### src/rtl/trig_burst_capture_if.sv
// Captured-sample output stream (valid/ready) for trig_burst_capture.
// Carries a per-word timestamp when TBC_TSTAMP_EN is defined.
interface trig_burst_capture_if #(
  parameter int DATA_W = 16
);
  logic [DATA_W-1:0] m_data;
  logic              m_valid;
  logic              m_ready;
`ifdef TBC_TSTAMP_EN
  logic [31:0]       m_tstamp;

  modport master (output m_data, m_valid, m_tstamp, input m_ready);
  modport slave  (input m_data, m_valid, m_tstamp, output m_ready);
`else
  modport master (output m_data, m_valid, input m_ready);
  modport slave  (input m_data, m_valid, output m_ready);
`endif
endinterface

### src/rtl/trig_burst_capture.sv
// Trigger-armed burst capture into a FIFO with a registered valid/ready output.
// Optional TBC_TSTAMP_EN tags each word with the cycle count at its trigger.
module trig_burst_capture #(
  parameter int DATA_W = 16,
  parameter int DEPTH  = 16
) (
  input  logic                 clk,
  input  logic                 rst_n,
  input  logic                 trigger,
  input  logic                 arm,
  input  logic                 cont,
  input  logic [15:0]          burst_len,
  input  logic [DATA_W-1:0]    din,
  input  logic                 din_valid,
  trig_burst_capture_if.master m,
  output logic                 busy,
  output logic                 done,
  output logic                 overflow
);

  localparam int AW = $clog2(DEPTH);
  localparam int CW = AW + 1;
  localparam logic [CW-1:0] DEPTH_C = CW'(DEPTH);
`ifdef TBC_TSTAMP_EN
  localparam int WW = DATA_W + 32;
`else
  localparam int WW = DATA_W;
`endif

  typedef enum logic [1:0] {S_IDLE, S_ARMED, S_CAPTURE} state_e;

  state_e          state_q, state_d;
  logic [15:0]     rem_q, rem_d;
  logic [CW-1:0]   cnt_q, cnt_d, cnt_after_pop;
  logic [CW-1:0]   wr_ptr_q, wr_ptr_d, rd_ptr_q, rd_ptr_d;
  logic [WW-1:0]   head_q, head_d;
  logic            valid_q, valid_d;
  logic            done_q, done_d;
  logic            busy_q, busy_d;
  logic            ovf_q, ovf_d;
  logic            push, pop;
  logic [WW-1:0]   wr_word;
  logic [WW-1:0]   mem_q [DEPTH];

`ifdef TBC_TSTAMP_EN
  logic [31:0] ts_cnt_q, ts_cnt_d, ts_burst_q, ts_burst_d;
  assign wr_word    = {ts_burst_q, din};
  assign m.m_tstamp = head_q[WW-1:DATA_W];
`else
  assign wr_word = din;
`endif

  assign m.m_data  = head_q[DATA_W-1:0];
  assign m.m_valid = valid_q;
  assign busy      = busy_q;
  assign done      = done_q;
  assign overflow  = ovf_q;

  always_comb begin
    // NOTE: every signal gets a default first so no path can infer a latch.
    state_d = state_q;
    rem_d   = rem_q;
    ovf_d   = ovf_q;
    done_d  = 1'b0;
    push    = 1'b0;
    pop     = valid_q && m.m_ready;
`ifdef TBC_TSTAMP_EN
    ts_cnt_d   = ts_cnt_q + 32'd1;
    ts_burst_d = ts_burst_q;
`endif

    unique case (state_q)
      S_IDLE: begin
        if (arm) begin
          state_d = S_ARMED;
          ovf_d   = 1'b0;
        end
      end
      S_ARMED: begin
        if (trigger) begin
          state_d = S_CAPTURE;
          rem_d   = (burst_len == 16'd0) ? 16'd1 : burst_len;
`ifdef TBC_TSTAMP_EN
          ts_burst_d = ts_cnt_q;
`endif
        end
      end
      S_CAPTURE: begin
        if (din_valid) begin
          // A full FIFO drops the sample but it still counts toward the burst.
          if (cnt_q < DEPTH_C) push = 1'b1;
          else                 ovf_d = 1'b1;
          rem_d = rem_q - 16'd1;
          if (rem_q == 16'd1) begin
            done_d  = 1'b1;
            state_d = cont ? S_ARMED : S_IDLE;
          end
        end
      end
      default: state_d = S_IDLE;
    endcase

    busy_d        = (state_d != S_IDLE);
    wr_ptr_d      = wr_ptr_q + CW'(push);
    rd_ptr_d      = rd_ptr_q + CW'(pop);
    cnt_after_pop = cnt_q - CW'(pop);
    cnt_d         = cnt_after_pop + CW'(push);
    valid_d       = (cnt_d != '0);

    // Output register mirrors the FIFO head; an empty FIFO takes the new word directly.
    head_d = head_q;
    if (cnt_after_pop == '0) begin
      if (push) head_d = wr_word;
    end else begin
      head_d = mem_q[rd_ptr_d[AW-1:0]];
    end
  end

  // NOTE: sample storage carries no reset; only the pointers and count define validity.
  always_ff @(posedge clk) begin
    if (push) mem_q[wr_ptr_q[AW-1:0]] <= wr_word;
  end

  // NOTE: state uses non-blocking assignments with a synchronous active-low reset.
  always_ff @(posedge clk) begin
    if (!rst_n) begin
      state_q  <= S_IDLE;
      rem_q    <= '0;
      cnt_q    <= '0;
      wr_ptr_q <= '0;
      rd_ptr_q <= '0;
      head_q   <= '0;
      valid_q  <= 1'b0;
      done_q   <= 1'b0;
      busy_q   <= 1'b0;
      ovf_q    <= 1'b0;
    end else begin
      state_q  <= state_d;
      rem_q    <= rem_d;
      cnt_q    <= cnt_d;
      wr_ptr_q <= wr_ptr_d;
      rd_ptr_q <= rd_ptr_d;
      head_q   <= head_d;
      valid_q  <= valid_d;
      done_q   <= done_d;
      busy_q   <= busy_d;
      ovf_q    <= ovf_d;
    end
  end

`ifdef TBC_TSTAMP_EN
  always_ff @(posedge clk) begin
    if (!rst_n) begin
      ts_cnt_q   <= '0;
      ts_burst_q <= '0;
    end else begin
      ts_cnt_q   <= ts_cnt_d;
      ts_burst_q <= ts_burst_d;
    end
  end
`endif

endmodule

### src/flat_wrapper.sv
// flat-port wrapper written by rule: the top's interface ports become plain ports
module trig_burst_capture_flat 
#(
  parameter int DATA_W = 16,
  parameter int DEPTH  = 16
)
  (clk, rst_n, trigger, arm, cont, burst_len, din, din_valid, busy, done, overflow, m_m_data, m_m_valid, m_m_ready);
  trig_burst_capture_if #(.DATA_W(DATA_W)) m_i ();
  input  logic clk;
  input  logic rst_n;
  input  logic trigger;
  input  logic arm;
  input  logic cont;
  input  logic [15:0] burst_len;
  input  logic [DATA_W-1:0] din;
  input  logic din_valid;
  output logic busy;
  output logic done;
  output logic overflow;
  output wire logic [$bits(m_i.m_data)-1:0] m_m_data;
  output wire logic [$bits(m_i.m_valid)-1:0] m_m_valid;
  input wire logic [$bits(m_i.m_ready)-1:0] m_m_ready;
  assign m_m_data = m_i.m_data;
  assign m_m_valid = m_i.m_valid;
  assign m_i.m_ready = m_m_ready;
  trig_burst_capture #(.DATA_W(DATA_W), .DEPTH(DEPTH)) u_core (.clk(clk), .rst_n(rst_n), .trigger(trigger), .arm(arm), .cont(cont), .burst_len(burst_len), .din(din), .din_valid(din_valid), .m(m_i), .busy(busy), .done(done), .overflow(overflow));
endmodule
### config.mk
export PLATFORM = sky130hd
export DESIGN_NAME = trig_burst_capture_flat
export DESIGN_NICKNAME = d
export VERILOG_FILES = /design/src/rtl/trig_burst_capture_if.sv /design/src/rtl/trig_burst_capture.sv /design/src/flat_wrapper.sv
export SDC_FILE = /design/constraint.sdc
export NUM_CORES = 1
export LEC_CHECK = 0
export CAP_MARGIN = 20
export CORE_MARGIN = 2
export CORE_UTILIZATION = 60
export CTS_CLUSTER_SIZE = 16
export DETAILED_ROUTE_END_ITERATION = 6
export PLACE_DENSITY = 0.79
export SLEW_MARGIN = 20
export SYNTH_ARGS = -nofsm -noshare
export SYNTH_HDL_FRONTEND = slang
export SYNTH_SLANG_ARGS = --single-unit
### constraint.sdc
create_clock -name clk -period 3.8 [get_ports clk]
set_clock_uncertainty 0.15 [all_clocks]
set_input_delay 0.76 -clock clk [delete_from_list [all_inputs] [get_ports clk]]
set_output_delay 0.76 -clock clk [all_outputs]
set_load 0.05 [all_outputs]
==> results.tsv, run 1 <==
metric	value	unit
num_vias	7685	
dieArea	0.0222	mm2
maxCapViolCount	0	
synthAdderAreaFrac	0.00991	
synthArstFlopShare	0	
rsz0062_at_grt	false	
leakage	5.09	nW
clock_latency	0.56	ns
synth_top_area_share	0.609	
num_rows	53	
crit_type	in -> reg	
core_area	0.0208	mm2
cp_slowest_cell	clkdlybuf4s50_1	
final_common_cell	edfxtp_1	
r2r-start	u_core.m.m_valid	
startpoint	m_m_ready	
worst_setup_path_start_kind	primary input	
die_w	149	um
clkSinkCount	307	
synth_ff_type	edfxtp_1	
whs_path_depth	2	
routed_wl	29400	um
yosys.area_share.simple	0.0688	
status	finished, final reports clean	
finalSetupViolations	0	
filler_cell_count	1299	
vias_per_cell	6.37	
grt_max_degree	56	
critical_path.max_fanout	16	
synthMuxAreaShare	0.118	
yosysSeqAreaShare	0.690	
drive_gt1_frac	0.181	
synth-compound-area-share	0.0678	
synth.distinct_cells	54	
drtIter0Drc	763	
portBuffers	58	
start_util	0.606	
min_period	2.99	ns
dp_hpwl	18400	um
antenna_found_initial	0	
synth-xor-area-share	0.00833	
postSynthRegisterBits	307	
hold_slack	0.351	ns
synth_top_family_by_area	multiplexers	
htree_levels	1	
yosysWarnings	0	
reg2regPathDepth	8	
die_h	149	um
synth_area_per_cell	15.5	um2
tightest_slew	0.784	ns
avgRoutedWirePerCell	24.3	um
cts_buffer_depth	3	
finalSetupTns	0	ns
grt_pass1_wl	45100	um
drv_slew	0	
relSlewSlack	0.478	
cts_buffers	30	
n_antenna_cell	0	
cp-endpoint	u_core.m.m_data[14]	
min_period_over_period	0.786	
yosys.area.top_type	edfxtp_1	
worst_hold_path_type	reg -> reg	
cp.arrival	3.27	ns
ant_nets	0	
synth_edf_count	256	
cts.repair.resized	0	
timing.rr.end	u_core.m.m_data[14]	
cp-end-kind	flop	
io-pin-count	59	
ys_top_cells_by_area	edfxtp_1 61%, mux4_2 11%, dfxtp_1 8.1%	
synth_nets	865	
area_growth	17.1	%
syn_area	0.0126	mm2
drc	0	
synth_cells	816	
finalWeightedCongestion	0.901	
num-nets-final	957	
root_buffer	clkbuf_16	
grt.overflow.total	0	
fmax	335	MHz
clkTransAtPathRegs	0.06	ns
grt_pass1_vias	7821	
grtUsageTotal	0.270	
hold_violations	0	
power_density	619	mW/mm2
rrSetupSlack	1.13	ns
cts_tree	yes	
dr.pass1.iters	5	
cpPeakStageDelay	0.45	ns
final_cell_mix	256 x edfxtp_1, 77 x inv_1, 64 x mux4_2, 58 x clkdlybuf4s50_1, 51 x dfxtp_1	
cp.required	4.08	ns
worstPathCellList	clkdlybuf4s50_1 > and2_1 > ha_4 > ha_2 > mux2_2 > a22oi_1 > buf_4 > o22ai_1 > o311a_1	
ir_worst_vdd	0.480	mV
hold_buffers	0	
post_cts_buffers	0	
final cells by class:
class,count,area (um2),share of cell area
clock buffer,38,781,0.0528
clock inverter,18,179,0.0121
inverter,77,289,0.0196
multi-input combinational,388,3490,0.236
sequential,307,8710,0.589
tap,275,344,0.0233
timing repair buffer,104,988,0.0669
power by group:
part,switching (mW),total [mW],internal [mW]
Combinational,1.33,2.43,1.09
Clock,1.26,2.86,1.61
Sequential,0.0921,3.85,3.76
cell families (layout without fill, tap and decap cells):
group	count (synthesis)	count (layout)
AOI/OAI and AO/OA	130	130
xor gates and xnor gates	12	12
adders and majority gates	10	10
buffers and inverters	121	237
DFF	307	307
muxes	69	69
and+or+nand+nor	167	167
worst max-delay path: cells and delay by family:
family | cells | cell delay [ns]
muxes | 1 | 0.38
and+or+nand+nor | 1 | 0.22
AOI/OAI and AO/OA | 3 | 0.71
buffers and inverters | 2 | 0.75
adders and majority gates | 2 | 0.45
sequential cells by signal, indices dropped and copies added (netlist names):
| signal | flops |
|---|---|
| u_core.busy | 1 |
| u_core.wr_ptr_q | 4 |
| u_core.overflow | 1 |
| u_core.cnt_q | 5 |
| u_core.mem_q | 256 |
| u_core.state_q | 2 |
| u_core.done | 1 |
| u_core.m.m_valid | 1 |
| u_core.rem_q | 16 |
| u_core.m.m_data | 16 |
| u_core.rd_ptr_q | 4 |
layer usage:
metal | up-vias | track usage | wire length (um)
met4 | 0 | 0.0933 | 843
met5 | - | 0 | 0
met2 | 391 | 0.439 | 14500
met1 | 3885 | 0.376 | 11900
met3 | 68 | 0.0443 | 2160
li1 | 3341 | - | -
how the worst min path moves through the flow:
stage | start | to | slack, ns
final | u_core.rem_q[9] | u_core.rem_q[9] | 0.35
after floorplan | u_core.rem_q[9] | u_core.rem_q[9] | 0.31
after global placement | u_core.rem_q[9] | u_core.rem_q[9] | 0.33
after CTS | u_core.rem_q[9] | u_core.rem_q[9] | 0.36
after detailed placement | u_core.rem_q[9] | u_core.rem_q[9] | 0.35
after global routing | u_core.rem_q[9] | u_core.rem_q[9] | 0.39
cell usage after synthesis, types with 6 or more instances:
cell and instances:
o311a_1 16, nor3_1 17, nand2_1 32, clkbuf_1 32, a21oi_1 19, dfxtp_1 51, inv_1 77, a31oi_1 7
o22ai_1 32, buf_2 11, nor3b_1 7, nand3_1 25, o21ai_0 35, nand3b_1 7, mux4_2 64, nor4_1 6
nor2_1 37, ha_1 10, and2_1 11, xnor2_1 7, edfxtp_1 256
through the flow:
| step | util | power [mW] | cell area (um2) | std cells | setup slack, ns |
|---|---|---|---|---|---|
| after detailed placement | 0.664 | 6.32 | 13800 | 1151 | 0.300 |
| final | 0.710 | 9.14 | 14800 | 1207 | 0.812 |
| after global placement | 0.664 | 6.23 | 13800 | 1151 | 0.306 |
| after floorplan | - | 5.55 | 12600 | 816 | 0.197 |
| after global routing | 0.710 | 9.48 | 14800 | 1207 | 0.725 |
| after CTS | 0.710 | 9.17 | 14800 | 1207 | 0.835 |
(Power assumes the default switching activity.)
==> run 2, diff against run 1 <==
Settings changed: CORE_UTILIZATION 60 to 54, PLACE_DENSITY 0.79 to 0.75.
Clock period 3.8 ns to 2.7 ns, I/O delays scaled along.
==> results.tsv, run 2 (synthesis gave the netlist of run 1 again) <==
metric	value	unit	change
crit_type	in -> reg		
p_sw_frac	0.284		-0.00899
final_common_cell	edfxtp_1		
dp_hpwl	18000	um	-2.4%
switching_power	3.78	mW	+41%
cts_tree	yes		
multi_input_area	0.00357	mm2	+2.2%
area_growth	21.9	%	
min_period_over_period	0.970		
violations	DRC		
seq_area	0.00871	mm2	about the same
crit_top_cell	ha_1		
p_comb_frac	0.282		+0.017
grtUsageTotal	0.243		-0.0261
cts_buffer_depth	3		unchanged
drive_gt1_frac	0.219		+0.0381
whs_path_depth	2		unchanged
rsz0062_at_grt	false		
maxCapViolCount	0		unchanged
grt_max_degree	34		-39%
cp_slowest_cell	clkdlybuf4s50_1		
worst_hold_path_type	reg -> reg		
cpPeakStageDelay	0.40	ns	-0.05 ns
cp_num_buf_inv	2		unchanged
worstPathCellList	clkdlybuf4s50_1 > and2_1 > ha_1 > ha_1 > or2_1 > a221o_1 > a31oi_4 > buf_12 > nand3_1 > o311a_1		
grt_pass1_wl	44700	um	-0.83%
die_h	157	um	+5.3%
cp.required	2.97	ns	-1.11 ns
htree_levels	1		unchanged
die_w	157	um	+5.3%
dr.pass1.iters	7		+2
avgRoutedWirePerCell	23.7	um	-2.4%
tightest_slew	0.652	ns	-0.132 ns
status	finished, violations left		
vias_per_cell	6.16		-3.3%
dieArea	0.0246	mm2	+11%
power_density	864	mW/mm2	+40%
n_antenna_cell	0		unchanged
grt.overflow.total	0		unchanged
routed_wl	30200	um	+2.7%
worst_setup_path_start_kind	primary input		
finalSetupViolations	0		unchanged
num_rows	55		+3.8%
final_cell_mix	256 x edfxtp_1, 77 x inv_1, 64 x mux4_2, 58 x clkdlybuf4s50_1, 50 x dfxtp_1		
clkSinkCount	307		unchanged
hold_slack	0.359	ns	+0.00768 ns
cp.arrival	2.89	ns	-0.38 ns
drc	2		+2
cp-end-kind	flop		
ant_nets	0		unchanged
hold_violations	0		unchanged
cp_top_family	compound AO/OA/AOI/OAI gates		
largest_reg_flops	256		unchanged
drv_slew	0		unchanged
finalWeightedCongestion	0.854		-5.2%
start_util	0.554		-0.0521
relSlewSlack	0.564		+0.0867
leakage	5.30	nW	+4.1%
num_vias	7820		+1.8%
critical_path.max_fanout	16		unchanged
grt_pass1_vias	7609		-2.7%
clkTransAtPathRegs	0.06	ns	about the same
filler_cell_count	1517		+17%
fin_cells	1270		+5.2%
antenna_found_initial	0		unchanged
reg2regPathDepth	9		+1
io-pin-count	59		unchanged
ir_worst_vdd	0.657	mV	+37%
cts_buffers	31		+3.3%
clkPwrFrac	0.309		-0.004
cp.depth	10		+1
dpl.cell_count	1211		+5.2%
num-nets-final	982		+2.6%
fmax	382	MHz	
drtIter0Drc	821		+7.6%
min_period	2.62	ns	
internal_power	9.51	mW	+47%
clock_latency	0.55	ns	about the same
core_area	0.0228	mm2	+9.4%
portBuffers	58		unchanged
sequentialPowerShare	0.409		-0.013
root_buffer	clkbuf_16		
## run 2: cell types whose count changed in the layout (fill, tap and decap cells not counted), moves of 4 or more
cell / before / now
buf_12: 5 / 26
clkinvlp_4: 4 / 0
nor2_1: 37 / 25
nor2_2: 0 / 12
nor3_2: 4 / 0
nor3_4: 0 / 4
## run 2: power groups by stage
stage / combinational [mW] / clock [mW] / sequential [mW]
floorplan: 1.98 / 0 / 5.84
global placement: 3.44 / 0 / 5.53
detailed placement: 3.49 / 0 / 5.53
CTS: 3.52 / 4.15 / 5.43
global route: 4.00 / 4.36 / 5.44
finish: 3.75 / 4.11 / 5.43
## run 2: path summary, 6_finish.rpt
kind	from	to	slack, ns
hold reg to reg	u_core.rem_q[9]	u_core.rem_q[9]	0.36
setup reg to reg	u_core.m.m_valid	u_core.m.m_data[11]	0.14
hold / removal	u_core.rem_q[9]	u_core.rem_q[9]	0.36
setup / recovery	m_m_ready	u_core.m.m_data[11]	0.08
## run 2: routing by layer
metal  up-vias  track usage  wire length, um
met5         -            0                0
met4         0       0.0799              829
met3        68       0.0341             2740
met2       458        0.400            14800
met1      3894        0.341            11800
li1       3400            -                -
## run 2: repair_timing
item,in CTS,in global routing
hold buffers,0,0
buffers inserted,0,1
endpoints found under the setup margin,0,1
resized for setup,0,1
## run 2: worst register-to-register path, stage by stage (launching register included)
cell,delay [ns]
dfxtp_2,0.32
and2_1,0.21
ha_1,0.25
ha_1,0.23
or2_1,0.23
a221o_1,0.33
a31oi_4,0.24
buf_12,0.20
nand3_1,0.12
o311a_1,0.15
## run 2: layout make-up
cell class | count | share of cell area
clock buffers | 38 | 0.0528
clock inverters | 19 | 0.0114
inverters | 77 | 0.0188
multi-input cells | 388 | 0.232
flip-flops and latches | 307 | 0.566
well taps | 313 | 0.0254
repair buffers | 128 | 0.0941
## run 2: stage by stage
stage,util,total power [mW],instance area [um2],setup TNS (ns),worst slack [ns]
floorplan,-,7.83,12700,-5.08,-0.115
global placement,0.630,8.96,14400,-31.00,-0.340
detailed placement,0.630,9.02,14400,-38.96,-0.399
CTS,0.673,13.1,15300,0,0.112
global route,0.676,13.8,15400,0,0.00781
finish,0.676,13.3,15400,0,0.0810
